$ cat src/rtl/hazard_scoreboard.sv
// Hazard unit for a deep in-order pipeline. It sits beside the DE stage and
// decides whether the DE instruction may issue. It also picks, per operand,
// which post-DE stage supplies the value, and sequences the multi-cycle
// flush after a taken branch.
module hazard_scoreboard #(
  parameter int  NUM_REGS   = 32,
  parameter int  FWD_STAGES = 2,
  parameter int  BR_PENALTY = 1,
  parameter int  CNT_W      = 32,
  localparam int REG_AW     = $clog2(NUM_REGS)
) (
  input  logic              clk,
  input  logic              rst_n,
  input  logic              de_valid,
  input  logic [REG_AW-1:0] rs1_DE,
  input  logic [REG_AW-1:0] rs2_DE,
  input  logic              rs1_used_DE,
  input  logic              rs2_used_DE,
  input  logic [REG_AW-1:0] rd_DE,
  input  logic              rf_en_DE,
  input  logic [2:0]        lat_DE,
  input  logic              br_taken,
  output logic              de_accept,
  output logic              stall_IF,
  output logic              flush_DE,
  output logic [2:0]        forward_a,
  output logic [2:0]        forward_b,
  output logic [CNT_W-1:0]  stall_cnt
);

  // A penalty of one cycle needs no counter state at all, but keep one bit.
  localparam int              FL_W      = (BR_PENALTY > 1) ? $clog2(BR_PENALTY) : 1;
  localparam logic [FL_W-1:0] FL_RELOAD = FL_W'(BR_PENALTY - 1);
  localparam logic [2:0]      MAX_LAT   = 3'(FWD_STAGES);

  typedef struct packed {
    logic              valid;
    logic [REG_AW-1:0] rd;
    logic              we;
  } stage_t;

  logic [2:0]       cnt_q [NUM_REGS];
  logic [2:0]       cnt_d [NUM_REGS];
  stage_t           stg_q [FWD_STAGES];
  stage_t           stg_d [FWD_STAGES];
  logic [FL_W-1:0]  flush_q, flush_d;
  logic [CNT_W-1:0] stall_cnt_q, stall_cnt_d;

  logic       rs1_haz, rs2_haz, haz, flush_act, accept, stall;
  logic [2:0] lat_clamped, fwd_a, fwd_b;

  // Issue decision: a source is blocked while its producer needs more than one cycle.
  always_comb begin
    rs1_haz   = rs1_used_DE && (rs1_DE != '0) && (cnt_q[rs1_DE] > 3'd1);
    rs2_haz   = rs2_used_DE && (rs2_DE != '0) && (cnt_q[rs2_DE] > 3'd1);
    haz       = de_valid && (rs1_haz || rs2_haz);
    flush_act = br_taken || (flush_q != '0);
    accept    = de_valid && !haz && !flush_act;
    stall     = haz && !flush_act;
  end

  // Producer latency limited to what the forwarding network can cover.
  always_comb begin
    if (lat_DE == 3'd0)         lat_clamped = 3'd1;
    else if (lat_DE > MAX_LAT)  lat_clamped = MAX_LAT;
    else                        lat_clamped = lat_DE;
  end

  // Scoreboard next state: age every pending register, then let a new issue override.
  always_comb begin
    for (int r = 0; r < NUM_REGS; r++) begin
      cnt_d[r] = (cnt_q[r] != 3'd0) ? cnt_q[r] - 3'd1 : cnt_q[r];
    end
    if (accept && rf_en_DE && (rd_DE != '0)) begin
      cnt_d[rd_DE] = lat_clamped;
    end
  end

  // Stage pipe next state: stalled or flushed slots enter as bubbles.
  always_comb begin
    stg_d[0] = '{valid: accept, rd: rd_DE, we: rf_en_DE};
    for (int k = 1; k < FWD_STAGES; k++) begin
      stg_d[k] = stg_q[k-1];
    end
  end

  // Flush counter and stall counter next state; a new branch always reloads.
  always_comb begin
    // NOTE: every comb output gets a default first, so no path leaves it unassigned (no latch).
    flush_d     = flush_q;
    stall_cnt_d = stall_cnt_q;
    if (br_taken)              flush_d = FL_RELOAD;
    else if (flush_q != '0)    flush_d = flush_q - FL_W'(1);
    if (stall && (stall_cnt_q != '1)) stall_cnt_d = stall_cnt_q + CNT_W'(1);
  end

  // Operand select: scan oldest to youngest so the youngest matching producer wins.
  always_comb begin
    fwd_a = 3'd0;
    fwd_b = 3'd0;
    for (int k = FWD_STAGES - 1; k >= 0; k--) begin
      if (stg_q[k].valid && stg_q[k].we && (stg_q[k].rd == rs1_DE) && (rs1_DE != '0)) fwd_a = 3'(k + 1);
      if (stg_q[k].valid && stg_q[k].we && (stg_q[k].rd == rs2_DE) && (rs2_DE != '0)) fwd_b = 3'(k + 1);
    end
  end

  // State registers.
  always_ff @(posedge clk or negedge rst_n) begin
    if (!rst_n) begin
      // NOTE: the scoreboard array is reset too; the first issue after reset reads it.
      for (int r = 0; r < NUM_REGS; r++) cnt_q[r] <= 3'd0;
      for (int k = 0; k < FWD_STAGES; k++) stg_q[k] <= '0;
      flush_q     <= '0;
      stall_cnt_q <= '0;
    end else begin
      // NOTE: non-blocking assignments so every register samples the pre-edge values.
      cnt_q       <= cnt_d;
      stg_q       <= stg_d;
      flush_q     <= flush_d;
      stall_cnt_q <= stall_cnt_d;
    end
  end

  // Outputs: forced quiet while reset is held, even though they depend on live inputs.
  always_comb begin
    de_accept = rst_n && accept;
    stall_IF  = rst_n && stall;
    flush_DE  = rst_n && (haz || flush_act);
    forward_a = rst_n ? fwd_a : 3'd0;
    forward_b = rst_n ? fwd_b : 3'd0;
    stall_cnt = stall_cnt_q;
  end

endmodule

$ cat config.mk
export PLATFORM = sky130hd
export DESIGN_NAME = hazard_scoreboard
export DESIGN_NICKNAME = d
export VERILOG_FILES = /design/src/rtl/hazard_scoreboard.sv
export SDC_FILE = /design/constraint.sdc
export NUM_CORES = 1
export LEC_CHECK = 0
export CAP_MARGIN = 20
export CORE_UTILIZATION = 60
export CTS_CLUSTER_SIZE = 28
export DETAILED_ROUTE_END_ITERATION = 10
export PLACE_DENSITY = 0.79
export SYNTH_ARGS = -nofsm -noshare
export SYNTH_HDL_FRONTEND = slang
export SYNTH_SLANG_ARGS = --single-unit
$ cat constraint.sdc
create_clock -name clk -period 3.2 [get_ports clk]
set_clock_uncertainty 0.15 [all_clocks]
set_input_delay 0.32 -clock clk [delete_from_list [all_inputs] [get_ports clk]]
set_output_delay 0.32 -clock clk [all_outputs]
set_load 0.03 [all_outputs]
==> reports/results.txt <==
async set or reset register ratio after synthesis: 100%
Seq/Total Area, Yosys: 37.5%
I/O pin total: 66
most frequent standard cell in the layout excluding fill and tap cells: sky130_fd_sc_hd__dfrtp_1
clock root cell: sky130_fd_sc_hd__clkbuf_16
capturing element type of the critical path: primary output
number of enable-type register cells in the synthesized netlist: 0
ANT cells: 0
drt total wl: 20200 um
Arr. time, crit path: 2.59 ns
vias in the first global route: 6761
CP Launch Type: input pin
final max-slew violation count: 0
Period minus WS final: 3.06 ns
post-detail-place hpwl: 14300 um
adder and majority gate portion of the synthesized area: 12.8%
hold violation total from the final report: 0
DRC violations left: 0
number of nets in the layout: 1080
CTS tree: yes
core area: 0.0153 sq mm
Cell Area, Synth: 0.00946 sq mm
Max Cap Viol: 0
commonest cells after routing, fill and taps aside: sky130_fd_sc_hd__dfrtp_1 (142), sky130_fd_sc_hd__inv_1 (137), sky130_fd_sc_hd__ha_1 (97), sky130_fd_sc_hd__mux2i_1 (65), sky130_fd_sc_hd__xor2_1 (61)
via density per instance: 5.48
VDD IR max: 0.563 mV
result of the run: completed
cell row count: 45
aggregate global-route resource usage: 27.2%
Filler Cell Count: 1074
via count: 6480
number of port buffers: 62
Initial Util: 61.8%
highest clock frequency the design can meet: 0.327 GHz
placer's final routability congestion estimate: 0.823
H-tree levels: 4
setup repair after global routing missed its margin: no
largest net degree at the start of global routing: 69
later-pin clock latency in the skew report: 0.43 ns
residual overflow from global routing: 0
main combinational cell family by area after synthesis: simple AND/OR/NAND/NOR gates
number of violations reported at the end of detailed-routing iteration 0: 416
die boundary width: 128 um
largest fanout on the critical path: 5
top_reg_cell synth: sky130_fd_sc_hd__dfrtp_1
global-route wire length before repair: 34000 um
setup violators final: 0
Area growth, synth to finish: 18.4%
antenna-violating nets left: 0
Synth Area per Inst: 11.0 sq um
power per cell area: 723 mW/mm^2
number of distinct library cells after synthesis: 57
Ys Warns: 0
final clock period utilization by the worst path: 95.5%
clock slew at the register clock pins of the worst setup and hold paths: 0.06 ns
largest buffer count on any clock path: 2
number of buffers added by the clock tree synthesis step: 17
routed wire length per instance: 17.1 um
Worst Path Class, Setup: input pin to primary output
area of the die: 0.0163 sq mm
number of storage elements in the synthesis netlist: 142
number of search-and-repair iterations in the first detailed-routing pass: 6
complex-gate fraction of the synthesized area: 3.13%
worst hold margin: 0.178 ns
mux cell area share after synthesis: 13.2%
static leakage: 5.02 nW
relative max-transition margin: 42.3%
clock net sink count: 142
Setup TNS: 0 ns
fraction of final layout cells with drive strength greater than 1: 18.6%
number of antenna violations at the first check in global routing: 0
Final Power: 8.10 mW
Req. time, crit path: 2.73 ns
Slew @ Worst Pin: 0.865 ns
xor/xnor share of the synthesized area: 7.68%
worst min-delay path category: input pin to async pin
chip height: 128 um
cells after synthesis: 858
Post-Synth Simple-Gate Area: 18.2%
[cells in the mapped netlist (3+ instances only)]
| cell type | number | share of area, % |
|---|---|---|
| sky130_fd_sc_hd__nor2b_1 | 34 | 2.2 |
| sky130_fd_sc_hd__nand3b_1 | 6 | 0.48 |
| sky130_fd_sc_hd__mux2_2 | 25 | 3.0 |
| sky130_fd_sc_hd__inv_1 | 137 | 5.4 |
| sky130_fd_sc_hd__buf_1 | 3 | 0.12 |
| sky130_fd_sc_hd__nor4_1 | 7 | 0.46 |
| sky130_fd_sc_hd__clkbuf_1 | 12 | 0.48 |
| sky130_fd_sc_hd__and3_1 | 6 | 0.40 |
| sky130_fd_sc_hd__and2_1 | 3 | 0.20 |
| sky130_fd_sc_hd__nor4b_2 | 8 | 1.3 |
| sky130_fd_sc_hd__xnor2_1 | 22 | 2.0 |
| sky130_fd_sc_hd__dfrtp_1 | 142 | 38 |
| sky130_fd_sc_hd__xor2_1 | 61 | 5.6 |
| sky130_fd_sc_hd__nor4_2 | 3 | 0.40 |
| sky130_fd_sc_hd__buf_6 | 6 | 0.71 |
| sky130_fd_sc_hd__nand4_1 | 14 | 0.93 |
| sky130_fd_sc_hd__nor2_1 | 45 | 1.8 |
| sky130_fd_sc_hd__o21ai_0 | 3 | 0.16 |
| sky130_fd_sc_hd__a21oi_1 | 18 | 0.95 |
| sky130_fd_sc_hd__mux2i_1 | 66 | 7.0 |
| sky130_fd_sc_hd__buf_2 | 6 | 0.32 |
| sky130_fd_sc_hd__mux4_2 | 13 | 3.1 |
| sky130_fd_sc_hd__nand3_1 | 15 | 0.79 |
| sky130_fd_sc_hd__nor4_4 | 25 | 5.6 |
| sky130_fd_sc_hd__ha_1 | 97 | 13 |
| sky130_fd_sc_hd__nor3_1 | 8 | 0.42 |
| sky130_fd_sc_hd__nand2b_1 | 4 | 0.26 |
| sky130_fd_sc_hd__nand2_1 | 22 | 0.87 |
| sky130_fd_sc_hd__buf_4 | 4 | 0.32 |
| sky130_fd_sc_hd__nor3_2 | 5 | 0.53 |
| sky130_fd_sc_hd__a31oi_1 | 3 | 0.20 |
| sky130_fd_sc_hd__nor4b_1 | 3 | 0.28 |
| sky130_fd_sc_hd__or2_2 | 4 | 0.26 |
[where the power goes]
group	total (mW)	switching, mW	internal [mW]	leakage [nW]
logic	3.49	1.80	1.69	2.96
registers	2.65	0.338	2.31	1.78
clock network	1.97	0.797	1.17	0.273
[per-stage QoR]
stage | cell area (sq um) | utilization [%] | cells | setup slack, ns
2_1_floorplan | 9470 | - | 859 | 0.148
5_1_grt | 11200 | 73.2 | 1182 | 0.0137
4_1_cts | 11200 | 73.0 | 1182 | 0.0649
3_5_place_dp | 10600 | 69.0 | 1146 | -0.255
3_3_place_gp | 10600 | 69.0 | 1146 | -0.149
6_report | 11200 | 73.2 | 1182 | 0.143
[metal layers]
metal  vias to the layer above  GRT usage (%)  part of all wire (%)
li1                       3050              -                     -
met1                      3220           33.9                    43
met2                       162           46.0                    50
met3                        48           5.19                   4.1
met4                         0           12.0                   3.1
met5                         -              0                     0
[path summary, 6_finish.rpt]
| check | from | to | slack, ns | cells past startpoint |
|---|---|---|---|---|
| min | rst_n | stall_cnt[21] | 0.18 | 2 |
| max | rs2_DE[1] | flush_DE | 0.14 | 9 |
| min in group clk | stg_d[6] | stg_q[6] | 0.26 | 0 |
| min reg2reg | stg_d[6] | stg_q[6] | 0.26 | 0 |
| max in group asynchronous | rst_n | cnt_q[28] | 1.58 | 3 |
| max reg2reg | stall_cnt[0] | stall_cnt[17] | 0.16 | 9 |
[registers in the layout (all words and copies together), names as in the netlist]
name and count:
cnt_q 96, stall_cnt 32, stg_d 7, stg_q 7
[cell type report]
cell class	instances	area (sq um)	area share [%]
Clock buffer	19	443	3.95
Clock inverter	13	141	1.26
Inverter	138	518	4.62
Multi-Input combinational cell	548	5250	46.8
Sequential cell	142	3550	31.7
Tap cell	211	264	2.36
Timing Repair Buffer	111	1040	9.28
[worst max-delay path, stage by stage]
cell and delay (ns):
sky130_fd_sc_hd__clkdlybuf4s50_1 0.57, sky130_fd_sc_hd__buf_4 0.19, sky130_fd_sc_hd__mux4_2 0.53, sky130_fd_sc_hd__mux2i_2 0.28, sky130_fd_sc_hd__a32oi_4 0.16, sky130_fd_sc_hd__o211ai_4 0.16
sky130_fd_sc_hd__a21oi_1 0.10, sky130_fd_sc_hd__nor2_1 0.10, sky130_fd_sc_hd__buf_4 0.17
[cell families (layout without fill, tap and decap cells)]
| logic type | Yosys count | in the layout |
|---|---|---|
| AND/OR/NAND/NOR | 224 | 224 |
| XOR/XNOR | 83 | 83 |
| AO/OA/AOI/OAI | 37 | 37 |
| other | 1 | 2 |
| buffers and inverters | 169 | 281 |
| adder cells (fa/ha/maj) | 97 | 97 |
| flip-flops | 142 | 142 |
| multiplexers | 105 | 105 |
[what timing repair did]
action,4_1_cts,5_1_grt
endpoints found under the hold margin,20,0
gates cloned,0,0
pin swaps,1,0
hold buffers,1,0
buffers inserted,3,0
resized for setup,0,4
endpoints found under the setup margin,3,7
Note: power is estimated with default switching activity, not from simulation.
